==> src/rtl/mem_core.sv <==
// mem_core: single-port synchronous RAM that clears itself after reset.
//
// After reset (or a clr request) the array is swept one location per cycle
// with CLEAR_VAL. Accesses are accepted only once the sweep has finished.
//
// Ports:
//   clk       - single rising-edge clock
//   rst_n     - synchronous active-low reset
//   addr      - access address (ADDR_W bits)
//   read      - read request, sampled on the rising edge
//   write     - write request, sampled on the rising edge
//   data_in   - write data (DATA_W bits)
//   clr       - single-cycle request to re-clear the whole array
//   data_out  - registered read data, holds between accepted reads
//   ready     - high when accesses are accepted (clear sweep finished)
//   err       - one-cycle pulse per rejected or conflicting access
//   wr_count  - saturating count of accepted writes
//   rd_count  - saturating count of accepted reads
module mem_core #(
  parameter int                ADDR_W    = 5,
  parameter int                DATA_W    = 8,
  parameter logic [DATA_W-1:0] CLEAR_VAL = 8'h00
) (
  input  logic              clk,
  input  logic              rst_n,
  input  logic [ADDR_W-1:0] addr,
  input  logic              read,
  input  logic              write,
  input  logic [DATA_W-1:0] data_in,
  input  logic              clr,
  output logic [DATA_W-1:0] data_out,
  output logic              ready,
  output logic              err,
  output logic [15:0]       wr_count,
  output logic [15:0]       rd_count
);

  localparam int unsigned DEPTH = 2 ** ADDR_W;
  localparam logic [ADDR_W-1:0] LAST_ADDR = '1;

  typedef enum logic {
    CLEAR,
    READY
  } state_t;

  state_t            state_q;
  state_t            state_d;
  logic [ADDR_W-1:0] ptr_q;
  logic [DATA_W-1:0] mem [DEPTH];

  logic in_clear;
  logic clear_we;
  logic do_wr;
  logic do_rd;
  logic err_d;

  // ---------------------------------------------------------------------------
  // FSM: state register
  // ---------------------------------------------------------------------------
  always_ff @(posedge clk) begin
    if (!rst_n) begin
      state_q <= CLEAR;
    end else begin
      state_q <= state_d;
    end
  end

  // ---------------------------------------------------------------------------
  // FSM: next-state logic
  // ---------------------------------------------------------------------------
  always_comb begin
    state_d = state_q;
    unique case (state_q)
      CLEAR: begin
        // clr restarts the sweep, so it also blocks the exit to READY
        if (!clr && (ptr_q == LAST_ADDR)) begin
          state_d = READY;
        end
      end
      READY: begin
        if (clr) begin
          state_d = CLEAR;
        end
      end
      default: state_d = CLEAR;
    endcase
  end

  // ---------------------------------------------------------------------------
  // FSM: outputs
  // ---------------------------------------------------------------------------
  always_comb begin
    ready = (state_q == READY);
  end

  // ---------------------------------------------------------------------------
  // Access decode. Everything is gated by rst_n so that requests held during
  // reset neither touch the array nor raise err.
  // ---------------------------------------------------------------------------
  always_comb begin
    in_clear = (state_q == CLEAR);
    clear_we = rst_n && in_clear && !clr;
    // clr takes priority over any access in the same cycle
    do_wr    = rst_n && ready && !clr && write;
    // a simultaneous read+write keeps the write and drops the read
    do_rd    = rst_n && ready && !clr && read && !write;
    // offences: any request while clearing or alongside clr, or read+write
    err_d    = rst_n && ((read && write) || ((read || write) && (in_clear || clr)));
  end

  // ---------------------------------------------------------------------------
  // Clear pointer. Held at 0 while READY so that entering CLEAR (via clr or
  // reset) always starts the sweep at address 0; wraps from LAST_ADDR to 0
  // on the final sweep cycle.
  // ---------------------------------------------------------------------------
  always_ff @(posedge clk) begin
    if (!rst_n) begin
      ptr_q <= '0;
    end else if (clr || (state_q == READY)) begin
      ptr_q <= '0;
    end else begin
      ptr_q <= ptr_q + 1'b1;
    end
  end

  // ---------------------------------------------------------------------------
  // Storage array (no reset: contents are defined by the clear sweep)
  // ---------------------------------------------------------------------------
  always_ff @(posedge clk) begin
    if (clear_we) begin
      mem[ptr_q] <= CLEAR_VAL;
    end else if (do_wr) begin
      mem[addr] <= data_in;
    end
  end

  // ---------------------------------------------------------------------------
  // Read data register: loads only on an accepted read, otherwise holds
  // ---------------------------------------------------------------------------
  always_ff @(posedge clk) begin
    if (!rst_n) begin
      data_out <= '0;
    end else if (do_rd) begin
      data_out <= mem[addr];
    end
  end

  // ---------------------------------------------------------------------------
  // Error pulse: registered per cycle, so consecutive offences keep it high
  // ---------------------------------------------------------------------------
  always_ff @(posedge clk) begin
    if (!rst_n) begin
      err <= 1'b0;
    end else begin
      err <= err_d;
    end
  end

  // ---------------------------------------------------------------------------
  // Access counters: saturate at all-ones, untouched by clr
  // ---------------------------------------------------------------------------
  always_ff @(posedge clk) begin
    if (!rst_n) begin
      wr_count <= '0;
    end else if (do_wr && (wr_count != '1)) begin
      wr_count <= wr_count + 1'b1;
    end
  end

  always_ff @(posedge clk) begin
    if (!rst_n) begin
      rd_count <= '0;
    end else if (do_rd && (rd_count != '1)) begin
      rd_count <= rd_count + 1'b1;
    end
  end

endmodule

==> config.mk <==
export PLATFORM = sky130hd
export DESIGN_NAME = mem_core
export DESIGN_NICKNAME = d
export VERILOG_FILES = /design/src/rtl/mem_core.sv
export SDC_FILE = /design/constraint.sdc
export NUM_CORES = 1
export LEC_CHECK = 0
export CAP_MARGIN = 10
export CORE_MARGIN = 1
export CORE_UTILIZATION = 60
export DETAILED_ROUTE_END_ITERATION = 8
export GPL_TIMING_DRIVEN = 0
export PLACE_DENSITY_LB_ADDON = 0.08
export SYNTH_ARGS = -nofsm -noshare
export SYNTH_HDL_FRONTEND = slang
export SYNTH_SLANG_ARGS = --single-unit
==> constraint.sdc <==
create_clock -name clk -period 2.5 [get_ports clk]
set_input_delay 0.5 -clock clk [delete_from_list [all_inputs] [get_ports clk]]
set_output_delay 0.5 -clock clk [all_outputs]
set_load 0.03 [all_outputs]
-- Word-level counts from Yosys, hierarchy flattened
Memories as Yosys holds them, arrays and structs flattened. A register that Yosys moved wholly into a read port is not among the register bits.
Cells that the tools add are included.
- $add $sub $neg: 3
- eq/ne operators: 3
- multiplexer cells: 11
- bitwise logic cells: 2
- reductions and logical operators: 22
- operators with widths (kind ; count):
    adder 16 x 1 -> 16 bit (second input constant) ; 2
    inequality test 16 bit (second input constant) ; 2
    logical AND 1 bit ; 13
    2-to-1 mux 1 bit ; 8
    2-to-1 mux 8 bit ; 1
    OR reduction 8 bit ; 1
    adder 5 x 1 -> 5 bit (second input constant) ; 1
    == test 5 bit (second input constant) ; 1
    2-to-1 mux 5 bit ; 1
    logical OR 1 bit ; 4
    zero test 1 bit ; 3
    NOT 1 bit ; 2
    case mux 1 bit (2 select lines) ; 1
    OR reduction 2 bit ; 1
- register bits after elaboration: 39
- RAM bits: 256
- bits of input ports: 18
- output and inout port bits: 42
- logic and storage cells: 47
- memories: 1
- memory list (memory ; depth ; width ; read ports ; clocked after Yosys merged registers in ; write ports ; RTL line ; text):
    mem ; 32 ; 8 ; 1 ; 1 ; 1 ; 49 ; logic [DATA_W-1:0] mem [DEPTH];

-- Depth between registers and ports, before layout
Gate-level depths: netlist of the first run.
- depth after elaboration: 8
- depth in mapped cells: 8
- mapped depth without buffers: 6

-- Worst setup path before layout of the first run
OpenSTA, ideal clock, no wires.
- path type: input to register
- from: in addr[0]
- to: mem mem[11][0], enable pin
- library setup time: 0.301 ns
- data arrival time: 1.885 ns
- setup slack: 0.314 ns
- stages on the path: 7
- path buffers: 4
- cells stage by stage: buf_4 buf_12 buf_6 buf_4 and3_1 a31oi_1 nor2_1
- word-level cells in the longest chain between the ends: 1
- ends and longest elaborated chain (item ; RTL line ; text):
    start: declaration ; 26 ; input logic [ADDR_W-1:0] addr,
    2-to-1 mux 5 bit (no line) ; n/a ;
    end: declaration ; 49 ;
Every way passes these cells.

-- Worst setup path in the final report of the first run
- from: in rst_n
- to: mem mem[0][1], enable pin
- word-level cells in the longest chain between the ends: 8
- ends and longest elaborated chain (item ; RTL line ; text):
    start: declaration ; 25 ; input logic rst_n,
    logical AND 1 bit (3 in a row) ; 104 ; do_wr = rst_n && ready && !clr && write;
    2-to-1 mux 1 bit ; 132 ; end else if (do_wr) begin
    2-to-1 mux 1 bit ; 130 ; if (clear_we) begin
    2-to-1 mux 1 bit (implied by the code) ; 133 ; mem[addr] <= data_in;
    OR reduction 8 bit (no line) ; n/a ;
    2-to-1 mux 5 bit (no line) / 2-to-1 mux 1 bit (equally long branches) ; n/a ;
Several ways; a longest one is shown, not always the timed one.

==> flow_metrics.py, run 1 <==
metrics = {
    "yosys": {
        "synthTopCellsByArea": "edfxtp_1 (61%), mux2i_1 (10%), dfxtp_1 (7.5%)",
        "ys.flop_type": "edfxtp_1",
        "synth_area_leader_cell": "edfxtp_1",
        "ys_seq_elements": 303,
        "synth-edff-count": 256,
        "syn_area_mm2": 0.0126,
        "yosysMostFrequentCell": "edfxtp_1",
        "async_flop_share_pct": 0,
        "synthCells": 824,
        "synth.top_cell.area_share_pct": 61.0,
        "synth_cell_type_count": 58,
        "synthesis.nets": 846,
        "avgSynthCellArea_um2": 15.3,
        "synth.top_cells.by_count": "edfxtp_1 (256), mux2i_1 (132), nor2_1 (73)",
        "ys_seq_area_share_pct": 68.5,
        "synth_warnings": 0,
    },
    "place": {
        "detailed_place_hpwl_mm": 19.3,
        "gp_congestion": 0.924,
        "dp_cells": 1152,
        "port_buffers": 58,
        "post-place-ws_ns": -1.01,
    },
    "critical_path": {
        "startpoint": "rst_n",
        "worst_path_dominant_cell_family": "simple AND/OR/NAND/NOR gates",
        "r2r-start": "ready",
        "crit_chain": "clkdlybuf4s50_1 -> buf_4 -> nand4b_1 -> clkbuf_1 -> nor3_1 -> a21oi_4 -> nor2_2",
        "endpoint_kind": "flip-flop",
        "cp_num_buf_inv": 3,
        "max_stage_delay_ns": 0.48,
        "worst_ep_required_time_ns": 2.69,
        "crit_type": "in -> reg",
        "crit_slowest_cell": "clkdlybuf4s50_1",
        "worstPathArrival_ns": 2.77,
        "crit_path_max_fanout": 10,
        "start_kind": "input port",
    },
    "layout": {
        "fin_cells": 1208,
        "diodes": 0,
        "nets": 936,
        "area_growth_pct": 16.9,
        "drive_above_1_share_pct": 16.8,
    },
    "power_and_ir_drop": {
        "p_clk_share_pct": 43.9,
        "p_int_w": 0.00835,
        "p_total_w": 0.0104,
        "switchingPower_w": 0.00207,
        "power_density_mw_per_mm2": 707,
        "seq_power_share_pct": 52.0,
        "switching_share_pct": 19.9,
        "ir_drop_mv": 0.650,
        "p_leak_nw": 5.59,
        "combPwrFrac_pct": 4.2,
    },
    "timing": {
        "fin_crit_ns": 2.58,
        "max_slew_margin_pct": 28.0,
        "worst_slew_pin_slew_ns": 1.08,
        "rsz0062_at_grt": "true",
        "finalHoldViolCount": 0,
        "slew_viol_final": 0,
        "fmax_ghz": 0.388,
        "setup_viol": 103,
        "tns_ns": -3.21,
        "fin_ws_ns": -0.0805,
        "min_period_over_period_pct": 103,
        "clock_skew_ns": 0.0115,
    },
    "clock_tree": {
        "cts_inserted_buffers": 30,
        "cts_tree": "built",
        "clkSinkCount": 303,
        "cts-root-buf": "clkbuf_16",
        "htreeDepth": 1,
        "cts_hold_buf": 0,
        "cts.path.max_buffers": 3,
        "clk_latency_ns": 0.55,
        "clkTransAtPathRegs_ns": 0.06,
        "postCtsSetupRepairBufs": 0,
    },
    "drt": {
        "final_antenna_net_count": 0,
        "routed_wl_mm": 28.6,
        "dr.pass1.iters": 5,
        "avgViaCountPerCell": 6.30,
        "drt_iter0_markers": 644,
        "vias": 7610,
        "routedWlPerCell_um": 23.7,
        "drcViolationCount": 0,
    },
    "outcome": {
        "outcome": "finished, violations left",
        "violations": "setup timing",
    },
    "global_route": {
        "grt_overflow_total": 0,
        "grt_pass1_vias": 7555,
        "grt_pass1_wl_mm": 43.4,
        "grt_usage_pct": 27.1,
        "grt_max_degree": 33,
        "antenna_found_initial": 0,
    },
    "die": {
        "die_h_um": 147,
        "pin_count": 60,
        "placementRows": 52,
        "die_w_um": 147,
        "initial_core_util_pct": 61.7,
        "core_mm2": 0.0204,
        "dieArea_mm2": 0.0216,
    },
    "hold_path": {
        "hold_path_class": "reg -> reg",
        "min_from": "data_out[0]",
    },
    "run": {
        "drv_cap": 0,
    },
}
==> path summary, 6_finish.rpt <==
kind	slack, ns	to	cells past startpoint
worst max-delay path	-0.08	mem[0][1]	7
worst min-delay path	0.51	data_out[0]	2
worst max register to register	0.05	mem[0][1]	5
worst min register to register	0.51	data_out[0]	2
==> flip-flops by register name, indices dropped and copies added (netlist names) <==
signal and count:
err 1, data_out 8, ready 1, mem 256
ptr_q 5, wr_count 16, rd_count 16
==> layout make-up <==
type | count | area [µm²]
clock buffers | 41 | 845
plain buffers | 43 | 303
repair buffers | 58 | 581
inverters | 13 | 48.8
clock inverters | 15 | 176
fillers | 1328 | 5700
flip-flops and latches | 303 | 8630
multi-input cells | 465 | 3810
well taps | 270 | 338
==> per-layer routing <==
layer | vias to the layer above | wire length [µm] | global-route usage (%)
met5 | - | 0 | 0
met4 | 0 | 952 | 10.6
met3 | 66 | 2150 | 4.66
met2 | 346 | 13900 | 45.0
met1 | 3790 | 11600 | 35.9
li1 | 3408 | - | -
==> power groups by stage <==
stage | clock network [W] | registers [W] | logic [W]
2_1_floorplan | 0 | 0.00552 | 0.000269
3_3_place_gp | 0 | 0.00552 | 0.000409
3_5_place_dp | 0 | 0.00552 | 0.000417
4_1_cts | 0.00461 | 0.00541 | 0.000423
5_1_grt | 0.00481 | 0.00541 | 0.000454
6_report | 0.00457 | 0.00541 | 0.000435
==> logic make-up (layout without fill, tap and decap cells) <==
logic type	after synthesis	after routing	share of synthesized area [%]
buffers and inverters	56	170	2.76
AOI/OAI and AO/OA	135	135	9.13
muxes	132	132	10.5
adders and majority gates	5	5	0.477
xor gates and xnor gates	23	23	1.60
and+or+nand+nor	170	170	7.06
DFF	303	303	68.5
==> metrics by stage <==
step / hold WS (ns) / util (%) / cell area [µm²]
6_report: 0.509 / 72.1 / 14700
5_1_grt: 0.531 / 72.1 / 14700
4_1_cts: 0.507 / 71.6 / 14600
3_5_place_dp: 0.496 / 66.2 / 13500
3_3_place_gp: 0.486 / 66.2 / 13500
2_1_floorplan: 0.490 / - / 12600
==> worst reg2reg max path: stages (launching register included) <==
cell and delay (ns):
dfxtp_1 0.46, nand4b_1 0.28, clkbuf_1 0.35, nor3_1 0.37
a21oi_4 0.17, nor2_2 0.46
==> timing repair <==
item | 4_1_cts | 5_1_grt
gates resized for setup | 38 | 25
pin swaps | 0 | 0
setup endpoints to repair | 496 | 228
==> placed cells by master (no fill, tap or decap), types with 5 or more instances in the layout <==
cell	netlist	layout
mux2i_1	132	132
buf_2	10	10
nand3_1	20	20
a22oi_1	32	32
nand2_1	15	15
o211ai_1	8	8
a22o_1	16	16
nand4_1	7	7
o22ai_1	8	8
and2_2	0	8
inv_1	12	12
a221oi_2	13	13
dfxtp_1	47	47
and3_1	5	5
a31oi_1	10	7
nand2b_1	5	5
edfxtp_1	256	256
o41ai_2	8	8
clkinv_2	0	6
clkdlybuf4s50_1	0	58
nor3_1	6	6
xor2_1	11	11
buf_4	11	11
xnor2_1	12	12
buf_6	9	9
clkbuf_1	11	16
clkbuf_16	0	32
nor2_2	0	19
nor2_1	73	43
nor2_4	0	11
a21oi_1	21	19
Power figures use the tool's default switching activity.
==> run 2: changes to the inputs <==
--- a/config.mk
+++ b/config.mk
@@ -7,8 +7,9 @@
 export LEC_CHECK = 0
 export CAP_MARGIN = 10
 export CORE_MARGIN = 1
-export CORE_UTILIZATION = 60
+export CORE_UTILIZATION = 63
 export DETAILED_ROUTE_END_ITERATION = 8
+export DONT_BUFFER_PORTS = 1
 export GPL_TIMING_DRIVEN = 0
 export PLACE_DENSITY_LB_ADDON = 0.08
 export SYNTH_ARGS = -nofsm -noshare
==> flow_metrics.py, run 2 (synthesis gave the netlist of run 1 again) <==
metrics = {
    "outcome": {
        "outcome": "finished, violations left",
        "violations": "setup timing",
    },
    "global_route": {
        "grt_pass1_vias": 7430,
        "antenna_found_initial": 0,
        "grt_overflow_total": 0,
        "grt_max_degree": 33,
        "grt_pass1_wl_mm": 43.6,
        "grt_usage_pct": 29.3,
    },
    "clock_tree": {
        "htreeDepth": 1,
        "clkSinkCount": 303,
        "cts_hold_buf": 0,
        "cts_inserted_buffers": 30,
        "cts.path.max_buffers": 3,
        "clk_latency_ns": 0.56,
        "cts-root-buf": "clkbuf_16",
        "clkTransAtPathRegs_ns": 0.06,
        "cts_tree": "built",
    },
    "die": {
        "dieArea_mm2": 0.0206,
        "die_w_um": 143,
        "pin_count": 60,
        "core_mm2": 0.0195,
        "die_h_um": 143,
        "placementRows": 51,
        "initial_core_util_pct": 64.5,
    },
    "drt": {
        "avgViaCountPerCell": 6.50,
        "routed_wl_mm": 28.8,
        "routedWlPerCell_um": 25.2,
        "drcViolationCount": 0,
        "vias": 7443,
        "dr.pass1.iters": 5,
        "final_antenna_net_count": 0,
        "drt_iter0_markers": 746,
    },
    "critical_path": {
        "crit_slowest_cell": "a31oi_1",
        "max_stage_delay_ns": 0.74,
        "start_kind": "flip-flop",
        "endpoint_kind": "flip-flop",
        "crit_chain": "nand4b_1 -> clkbuf_1 -> a31oi_1 -> nor2_2",
        "worstRegToRegCells": 4,
        "crit_path_max_fanout": 10,
        "worstPathArrival_ns": 2.72,
        "worst_ep_required_time_ns": 2.72,
        "crit_type": "reg -> reg",
    },
    "layout": {
        "layout_commonest_cell": "edfxtp_1",
        "diodes": 0,
        "final_util_pct": 72.1,
        "multiInputGateArea_mm2": 0.00382,
        "reg_top3": "mem: 256 flops, rd_count: 16 flops, wr_count: 16 flops",
        "layout_common_cells": "edfxtp_1 (256), mux2i_1 (132), dfxtp_1 (46), nor2_1 (42), a22oi_1 (32)",
        "nets": 878,
        "largest_register_ffs": 256,
        "fin_cells": 1145,
        "final-seq-area_mm2": 0.00863,
        "fillerInstances": 1294,
        "top_register": "mem",
        "drive_above_1_share_pct": 17.2,
        "area_growth_pct": 11.8,
    },
    "power_and_ir_drop": {
        "ir_drop_mv": 0.639,
        "p_total_w": 0.0101,
        "p_leak_nw": 5.34,
        "power_density_mw_per_mm2": 719,
    },
    "hold_path": {
        "worstHoldPathCells": 2,
        "hold_path_class": "in -> reg",
    },
    "run": {
        "drv_cap": 0,
    },
    "timing": {
        "min_period_over_period_pct": 100,
        "clock_skew_ns": 0.0181,
        "max_slew_margin_pct": 29.5,
        "tns_ns": -0.0846,
        "rsz0062_at_grt": "true",
        "fin_ws_ns": -0.00873,
        "finalHoldViolCount": 0,
        "slew_viol_final": 0,
        "fmax_ghz": 0.399,
        "fin_crit_ns": 2.51,
        "setup_viol": 16,
        "worst_slew_pin_slew_ns": 1.05,
    },
    "place": {
        "gp_congestion": 0.973,
        "detailed_place_hpwl_mm": 19.2,
        "post-place-ws_ns": -0.667,
        "port_buffers": 0,
        "dp_cells": 1089,
    },
}
[run 2: cell count changes in the layout (fill, tap and decap cells not counted), moves of 2 or more]
| cell | delta |
|---|---|
| clkdlybuf4s50_1 | -58 |
| clkbuf_1 | +7 |
| nor2_4 | +5 |
| nor2_2 | -4 |
| bufinv_16 | -2 |
| clkbuf_2 | -2 |
| nor2b_1 | +2 |
[run 2: routing by layer]
layer	vias up	global-route usage, %	part of all wire (%)
li1	3288	-	-
met3	77	5.13	8.0
met4	0	10.6	3.7
met1	3739	40.0	40
met5	-	0	0
met2	339	47.5	48
[run 2: critical path: cells and delay by family (launching register included)]
family | cells | cell delay [ns]
AOI/OAI and AO/OA | 1 | 0.74
buffers and inverters | 1 | 0.34
DFF | 1 | 0.49
and+or+nand+nor | 2 | 0.59
[run 2: where the power goes]
part,switching (W),internal [W]
Combinational,0.000246,0.000147
Sequential,0.00000708,0.00541
Clock,0.00178,0.00254
[run 2: final timing paths]
| path | from | to | slack, ns |
|---|---|---|---|
| max | ready | mem[17][2] | -0.009 |
| min | clr | ready | 0.18 |
| max reg2reg | ready | mem[17][2] | -0.009 |
| min reg2reg | ready | ready | 0.65 |
[run 2: metrics by stage]
step / hold WS (ns) / area (µm²)
floorplan: 0.490 / 12600
detailed placement: 0.537 / 12900
global placement: 0.513 / 12900
global route: 0.186 / 14100
finish: 0.176 / 14100
CTS: 0.144 / 14000
[run 2: final cells by class]
type                            count  area share, %
Clock inverter                     10          0.711
Multi-Input combinational cell    465           27.2
Inverter                           13          0.346
Tap cell                          265           2.35
Buffer                             43           2.13
Clock buffer                       46           6.05
Sequential cell                   303           61.3
[run 2: repair_timing]
item                                    CTS  global route
endpoints found under the setup margin  512           372
buffers inserted                          0             0
gates resized for setup                  34            30
==> run 3: changes to the inputs <==
--- a/config.mk
+++ b/config.mk
@@ -11,7 +11,9 @@
 export DETAILED_ROUTE_END_ITERATION = 8
 export DONT_BUFFER_PORTS = 1
 export GPL_TIMING_DRIVEN = 0
+export HOLD_SLACK_MARGIN = 0.08
 export PLACE_DENSITY_LB_ADDON = 0.08
+export REMOVE_ABC_BUFFERS = 1
 export SYNTH_ARGS = -nofsm -noshare
 export SYNTH_HDL_FRONTEND = slang
 export SYNTH_SLANG_ARGS = --single-unit
==> flow_metrics.py, run 3 (synthesis gave the netlist of run 1 again) <==
metrics = {
    "timing": {
        "setup_viol": 0,
        "tns_ns": 0,
        "finalHoldViolCount": 0,
        "clock_skew_ns": 0.00871,
        "max_slew_margin_pct": 41.0,
        "fmax_ghz": 0.404,
        "fin_ws_ns": 0.0219,
        "rsz0062_at_grt": "true",
        "slew_viol_final": 0,
        "fin_crit_ns": 2.48,
        "worst_slew_pin_slew_ns": 0.885,
        "min_period_over_period_pct": 99.1,
    },
    "drt": {
        "final_antenna_net_count": 0,
        "drt_iter0_markers": 509,
        "vias": 7079,
        "avgViaCountPerCell": 6.38,
        "routed_wl_mm": 25.8,
        "drcViolationCount": 0,
        "dr.pass1.iters": 5,
        "routedWlPerCell_um": 23.2,
    },
    "place": {
        "dp_cells": 1049,
        "port_buffers": 0,
        "post-place-ws_ns": -0.518,
        "gp_congestion": 0.790,
        "detailed_place_hpwl_mm": 15.5,
        "place_area_mm2": 0.0127,
    },
    "clock_tree": {
        "htreeDepth": 1,
        "cts_inserted_buffers": 30,
        "clkTransAtPathRegs_ns": 0.06,
        "cts.path.max_buffers": 3,
        "cts-root-buf": "clkbuf_16",
        "clkSinkCount": 303,
        "cts_tree": "built",
        "clk_latency_ns": 0.53,
    },
    "global_route": {
        "grt_pass1_vias": 7240,
        "grt_overflow_total": 0,
        "grt_pass1_wl_mm": 39.5,
        "antenna_found_initial": 0,
        "grt_max_degree": 133,
        "grt_usage_pct": 26.0,
    },
    "critical_path": {
        "crit_path_max_fanout": 8,
        "crit_slowest_cell": "dfxtp_1",
        "crit_type": "reg -> reg",
        "worstRegToRegCells": 6,
        "r2r-start": "ready",
        "cp_num_buf_inv": 2,
        "start_kind": "flip-flop",
        "crit_chain": "nand4b_1 -> buf_4 -> buf_4 -> nor3_1 -> a31oi_1 -> nor2_2",
        "cpMostUsedCell": "buf_4",
        "worst_ep_required_time_ns": 2.66,
        "endpoint_kind": "flip-flop",
        "startpoint": "ready",
        "worstPathArrival_ns": 2.64,
        "worst_path_dominant_cell_family": "simple AND/OR/NAND/NOR gates",
        "path_depth": 6,
        "max_stage_delay_ns": 0.66,
    },
    "layout": {
        "fin_area_mm2": 0.0140,
        "top_register": "mem",
        "layout_commonest_cell": "edfxtp_1",
        "drive_above_1_share_pct": 16.4,
        "nets": 842,
        "diodes": 0,
        "fin_cells": 1109,
        "layout_common_cells": "edfxtp_1 (256), mux2i_1 (132), dfxtp_1 (47), nor2_1 (40), a22oi_1 (32)",
        "reg_top3": "mem: 256 flops, rd_count: 16 flops, wr_count: 16 flops",
        "largest_register_ffs": 256,
        "final_util_pct": 71.9,
        "area_growth_pct": 11.4,
    },
    "die": {
        "initial_core_util_pct": 64.5,
        "placementRows": 51,
        "pin_count": 60,
        "dieArea_mm2": 0.0206,
        "core_mm2": 0.0195,
        "die_w_um": 143,
        "die_h_um": 143,
    },
    "power_and_ir_drop": {
        "ir_drop_mv": 0.663,
        "power_density_mw_per_mm2": 750,
        "p_leak_nw": 5.29,
    },
    "hold_path": {
        "worstHoldPathCells": 2,
        "hold_path_class": "in -> reg",
        "min_from": "rst_n",
    },
    "run": {
        "drv_cap": 0,
    },
    "outcome": {
        "outcome": "complete, no violations",
    },
}
## run 3: area by class of cell
class	instances	area, µm²
Sequential cell	303	8630
Multi-Input combinational cell	465	3830
Tap cell	265	332
Fill cell	1262	5500
Timing Repair Buffer	7	108
Clock buffer	44	875
Inverter	13	48.8
Clock inverter	12	214
## run 3: final timing paths
path / to / slack [ns]
worst max-delay path: mem[16][6] / 0.02
worst min-delay path: wr_count[12] / 0.13
worst max register to register: mem[16][6] / 0.02
worst min register to register: ptr_q[2] / 0.64
## run 3: through the flow
stage | hold slack (ns) | total power, W
5_1_grt | 0.107 | 0.0108
6_report | 0.129 | 0.0105
3_3_place_gp | 0.501 | 0.00578
3_5_place_dp | 0.554 | 0.00580
4_1_cts | 0.108 | 0.0106
2_1_floorplan | 0.490 | 0.00571
## run 3: power by group
part	internal (W)	switching [W]	total, W
sequential	0.00541	0.00000745	0.00542
combinational	0.000128	0.000158	0.000286
clock	0.00304	0.00178	0.00481
## run 3: repair_timing
item	CTS	global route
hold endpoints to repair	1	0
setup buffers	3	0
setup endpoints to repair	519	274
pin swaps	1	0
resized for setup	40	19
hold buffers	1	0
## run 3: metal layers
layer  GRT usage (%)  routed length (µm)  share of wire, %  vias up
li1                -                   -                 -     3225
met1            34.7               11000                43     3566
met2            42.6               12400                48      249
met3            4.80                1750               6.8       39
met4            9.69                 620               2.4        0
met5               0                   0                 0        -
